### config.mk
export PLATFORM = sky130hd
export DESIGN_NAME = load_sequencer
export DESIGN_NICKNAME = d
export VERILOG_FILES = /design/src/rtl/load_seq_pkg.sv /design/src/rtl/load_fifo.sv /design/src/rtl/load_sequencer.sv
export SDC_FILE = /design/constraint.sdc
export NUM_CORES = 1
export LEC_CHECK = 0
export BUFFER_PORTS_ARGS = -buffer_cell sky130_fd_sc_hd__buf_2
export CORE_ASPECT_RATIO = 0.8
export CORE_MARGIN = 5
export CORE_UTILIZATION = 44
export CTS_BUF_LIST = sky130_fd_sc_hd__clkbuf_2
export DETAILED_ROUTE_END_ITERATION = 16
export PLACE_DENSITY = 0.71
export SLEW_MARGIN = 10
export SYNTH_ARGS = -nofsm -noshare
export SYNTH_HDL_FRONTEND = slang
export SYNTH_SLANG_ARGS = --single-unit
export TNS_END_PERCENT = 5
### constraint.sdc
create_clock -name clk -period 2 [get_ports clk]
set_input_delay 0.4 -clock clk [delete_from_list [all_inputs] [get_ports clk]]
set_output_delay 0.4 -clock clk [all_outputs]
set_load 0.02 [all_outputs]
### src/rtl/load_seq_pkg.sv
// Shared types and defaults for the preload sequencer and its FIFO.
package load_seq_pkg;

  typedef logic [3:0] data_t;

  typedef enum logic [1:0] {
    ST_IDLE    = 2'd0,
    ST_ISSUE   = 2'd1,
    ST_WAIT_TC = 2'd2
  } load_seq_state_e;

  localparam int    DEFAULT_DEPTH    = 4;
  localparam data_t DEFAULT_TC_VALUE = 4'hF;

endpackage

### src/rtl/load_fifo.sv
// Synchronous FIFO holding queued preload values; reports its fill level.
module load_fifo
  import load_seq_pkg::*;
#(
  parameter int DEPTH = DEFAULT_DEPTH
) (
  input  logic                   clk,
  input  logic                   reset,
  input  logic                   push,
  input  data_t                  wr_data,
  input  logic                   pop,
  output data_t                  rd_data,
  output logic [$clog2(DEPTH):0] level
);

  localparam int              AW       = $clog2(DEPTH);
  localparam logic [AW:0]     FULL_LVL = (AW + 1)'(DEPTH);

  data_t         mem_q [DEPTH];
  logic [AW-1:0] wr_ptr_q, wr_ptr_d;
  logic [AW-1:0] rd_ptr_q, rd_ptr_d;
  logic [AW:0]   level_q, level_d;
  logic          wr_en, rd_en;

  // Guard both ends so a misbehaving caller cannot corrupt the pointers.
  assign wr_en = push && (level_q != FULL_LVL);
  assign rd_en = pop && (level_q != '0);

  always_comb begin
    wr_ptr_d = wr_ptr_q;
    rd_ptr_d = rd_ptr_q;
    level_d  = level_q;
    if (wr_en) wr_ptr_d = wr_ptr_q + 1'b1;
    if (rd_en) rd_ptr_d = rd_ptr_q + 1'b1;
    case ({wr_en, rd_en})
      2'b10:   level_d = level_q + 1'b1;
      2'b01:   level_d = level_q - 1'b1;
      default: level_d = level_q;
    endcase
  end

  always_ff @(posedge clk or posedge reset) begin
    if (reset) begin
      wr_ptr_q <= '0;
      rd_ptr_q <= '0;
      level_q  <= '0;
    end else begin
      wr_ptr_q <= wr_ptr_d;
      rd_ptr_q <= rd_ptr_d;
      level_q  <= level_d;
    end
  end

  always_ff @(posedge clk) begin
    if (wr_en) mem_q[wr_ptr_q] <= wr_data;
  end

  assign rd_data = mem_q[rd_ptr_q];
  assign level   = level_q;

endmodule

### src/rtl/load_sequencer.sv
// Feeds queued preload values to a 4-bit loadable counter, replacing its
// natural wrap at TC_VALUE with the next queued value.
module load_sequencer
  import load_seq_pkg::*;
#(
  parameter int    DEPTH    = DEFAULT_DEPTH,
  parameter data_t TC_VALUE = DEFAULT_TC_VALUE
) (
  input  logic                   clk,
  input  logic                   reset,
  input  logic                   in_valid,
  input  data_t                  in_data,
  output logic                   in_ready,
  input  logic                   enable,
  input  data_t                  count,
  output logic                   load,
  output data_t                  load_data,
  output logic                   busy,
  output logic [$clog2(DEPTH):0] level,
  output load_seq_state_e        state_dbg
);

  // Handshake: a value is accepted on a rising edge where in_valid and
  // in_ready are both high; in_ready depends only on the registered level.

  localparam int          AW        = $clog2(DEPTH);
  localparam logic [AW:0] DEPTH_LVL = (AW + 1)'(DEPTH);
  localparam data_t       TC_PREV   = data_t'(TC_VALUE - 4'd1);

  load_seq_state_e state_q, state_d;
  logic            load_q, load_d;
  data_t           load_data_q, load_data_d;
  data_t           head;
  logic            push;

  assign in_ready = (level < DEPTH_LVL);
  assign push     = in_valid && in_ready;

  // The entry is retired in the same cycle its load strobe is on the wire.
  load_fifo #(.DEPTH(DEPTH)) u_fifo (
    .clk     (clk),
    .reset   (reset),
    .push    (push),
    .wr_data (in_data),
    .pop     (load_q),
    .rd_data (head),
    .level   (level)
  );

  always_comb begin
    state_d     = state_q;
    load_d      = 1'b0;
    load_data_d = 4'h0;
    case (state_q)
      ST_IDLE: begin
        if (enable && (level != '0)) begin
          state_d     = ST_ISSUE;
          load_d      = 1'b1;
          load_data_d = head;
        end
      end
      ST_ISSUE: state_d = ST_WAIT_TC;
      ST_WAIT_TC: begin
        if (!enable) begin
          state_d = ST_IDLE;
        end else if (count == TC_PREV) begin
          if (level != '0) begin
            state_d     = ST_ISSUE;
            load_d      = 1'b1;
            load_data_d = head;
          end else begin
            state_d = ST_IDLE;
          end
        end
      end
      default: state_d = ST_IDLE;
    endcase
  end

  always_ff @(posedge clk or posedge reset) begin
    if (reset) begin
      state_q     <= ST_IDLE;
      load_q      <= 1'b0;
      load_data_q <= 4'h0;
    end else begin
      state_q     <= state_d;
      load_q      <= load_d;
      load_data_q <= load_data_d;
    end
  end

  assign load      = load_q;
  assign load_data = load_data_q;
  assign busy      = (state_q != ST_IDLE);
  assign state_dbg = state_q;

endmodule

==> impl_metrics.csv <==
group,metric,value,unit
run_status,status,"complete, no violations",
die,std_cell_rows,17,
route,drc_errors,0,
cts,root_buffer,"clkbuf_2",
cts,cts_tree,"done",
power,power.leakage,0.636,nW
run,drv_cap,0,
timing,worstMarginPinSlew,528,ps
timing,setup_viol,0,
cts,postCtsHoldBufs,0,
critical_path,cp_max_fo,5,
final_layout,final_cells,148,
final_layout,areaGrowthSynthToFinish,15.5,%
place,finalWeightedCongestion,0.738,
route,detail_route.iter0.violations,22,
power,vdd_drop_max,428,uV
route,drtPass1Iterations,4,
timing,rsz0062_at_grt,"no",
critical_path,critPathMaxStageDelay,450,ps
grt,grt_max_degree,15,
die,core_area,2740,um2
route,via_per_inst,4.71,
grt,grt_pass1_vias,748,
hold_path,min_path_type,"in -> async",
route,wl_per_cell,13.4,um
synth,synth_cell_types,24,
timing,post-route-period-util,89.6,%
timing,slew_headroom,64.8,%
grt,antenna_found_initial,0,
power,power.density,1410,nW/um2
place,placedCellCount,140,
grt,overflow,0,
cts,cts_buffer_depth,2,
critical_path,worstPathRequired,2260,ps
cts,cts_resized,0,
cts,cts_buffers,5,
final_layout,drive_gt1_share,33.6,%
timing,fin_tns_setup,0,ps
timing,min_period,1790,ps
cts,clk_pin_slew,150,ps
timing,hold_viol_final,0,
synth,syn_inst,80,
critical_path,path_cells,"o31a_1 -> ha_1 -> inv_1 -> fa_1 -> xor2_1 -> nor2_1 -> xnor2_1",
critical_path,slowest_stage,"dfrtp_1",
die,die_w,69.7,um
timing,skew,14.1,ps
critical_path,cp.arrival,2060,ps
die,initial_core_util,45.6,%
cts,clock_latency,340,ps
cts,post_cts_buffers,0,
cts,cts.sinks,30,
timing,max_freq,558,MHz
final_layout,final_net_count,127,
critical_path,path_class,"reg -> reg",
synth,seq_area_frac_synth,66.3,%
grt,grt_pass1_wl,3260,um
place,hpwl,1480,um
timing,slew_viol_final,0,
die,die_area,4020,um2
critical_path,start_kind,"flop",
route,drt.antenna.violating_nets,0,
route,routed_wirelength,1990,um
final_layout,n_fill_cell,231,
synth,ys_ff_latch,30,
synth,syn_area,1250,um2
cts,cts_max_level,2,
synth,synthesis.nets,98,
grt,track_usage,10.7,%
synth,synth.avg_cell_area,15.7,um2
die,io-pin-count,24,
final_layout,antenna_cells,0,
die,die_h,57.7,um
critical_path,cp-end-kind,"flop",
synth,ys_warn_count,0,
route,dr_total_vias,697,
place,port_buffers,23,
## kinds of logic after synthesis
family,after synthesis,synth area share (%)
buf+inv,11,3.90
simple gates,17,7.79
flops,30,66.3
xor+xnor,6,4.20
mux,5,7.99
fa+ha+maj,6,6.59
compound gates,5,3.20
## report_power, final
group	internal [mW]	switching (mW)	leakage, nW
sequential	0.829	0.148	0.320
combinational	0.360	0.423	0.285
clock	0.0861	0.190	0.0304
## placed cells by master (no fill, tap or decap), drive strengths merged, types with 2 or more instances in the layout
cell type | netlist | layout
clkbuf | 1 | 6
edfxtp | 16 | 16
xor2 | 2 | 2
dfrtp | 14 | 14
nand2 | 3 | 3
inv | 9 | 9
clkinv | 0 | 2
ha | 5 | 5
mux4 | 4 | 4
a211oi | 2 | 2
buf | 1 | 24
and2 | 8 | 8
xnor2 | 4 | 4
## synthesized netlist by cell type
cell      number  share of area [%]
mux2i_1        1               0.80
o21ai_0        1               0.40
nor2b_1        1               0.50
dfrtp_1       14                 28
fa_1           1                1.6
nand2b_1       1               0.50
nand4b_1       1               0.70
clkbuf_1       1               0.30
and2_1         8                4.0
o22ai_1        1               0.50
a211oi_1       1               0.60
xnor2_1        4                2.8
nand2_1        3               0.90
or2_2          1               0.50
buf_6          1               0.90
edfxtp_1      16                 38
mux4_2         4                7.2
nor2_1         1               0.30
o31a_1         1               0.70
xor2_1         2                1.4
a211oi_2       1                1.0
inv_1          9                2.7
nor3_1         1               0.40
ha_1           5                5.0
## critical path: cells and delay by family, from the launching register on
kind	cells	cell delay, ps
adders and majority gates	2	580
DFF	1	450
xor gates and xnor gates	2	280
AOI/OAI and AO/OA	1	240
and+or+nand+nor	1	110
buffers and inverters	1	60
## layout make-up
class,count,area (um2),share of cell area [%]
sequential,30,831,57.4
multi-input combinational,39,373,25.8
timing repair buffer,24,123,8.48
tap,38,47.5,3.29
inverter,9,33.8,2.34
clock buffer,6,30.0,2.08
clock inverter,2,8.76,0.606
## flip-flops by register name (all words and copies together), names as in the netlist
| name | cells |
|---|---|
| u_fifo.mem_q | 16 |
| load_data | 4 |
| u_fifo.level | 3 |
| state_dbg | 2 |
| u_fifo.rd_ptr_q | 2 |
| u_fifo.wr_ptr_q | 2 |
| load | 1 |
## stage by stage
stage                     setup slack, ps  area (um2)  hold WS, ps  utilization (%)  power (mW)
after detailed placement              236        1410          461             51.3        1.79
after global placement                306        1410          452             51.3        1.75
after floorplan                       217        1250          289                -        1.57
after CTS                             209        1450         77.6             52.7        2.06
final                                 208        1450         62.7             52.7        2.04
after global routing                  133        1450         95.7             52.7        2.19
## metal layers
layer | wire length (um) | vias to the layer above | track usage [%]
met1 | 814 | 339 | 12.2
met4 | 41 | 0 | 7.38
met3 | 138 | 4 | 3.99
met5 | 0 | - | 0
met2 | 990 | 21 | 17.1
li1 | - | 333 | -
## path summary, 6_finish.rpt
path | start | to | slack [ps] | cells past startpoint
setup / recovery | u_fifo.level[0]$_DFFE_PP0P_ | u_fifo.level[2]$_DFFE_PP0P_ | 210 | 7
hold / removal | reset | state_dbg[1]$_DFFE_PP0P_ | 60 | 2
setup reg to reg | u_fifo.level[0]$_DFFE_PP0P_ | u_fifo.level[2]$_DFFE_PP0P_ | 210 | 7
hold reg to reg | u_fifo.level[0]$_DFFE_PP0P_ | u_fifo.level[0]$_DFFE_PP0P_ | 560 | 1
max in group asynchronous | reset | load_data[2]$_DFF_PP0_ | 1580 | 2
min in group clk | in_data[3] | u_fifo.mem_q[1][3]$_DFFE_PP_ | 270 | 1
Power figures use the tool's default switching activity.
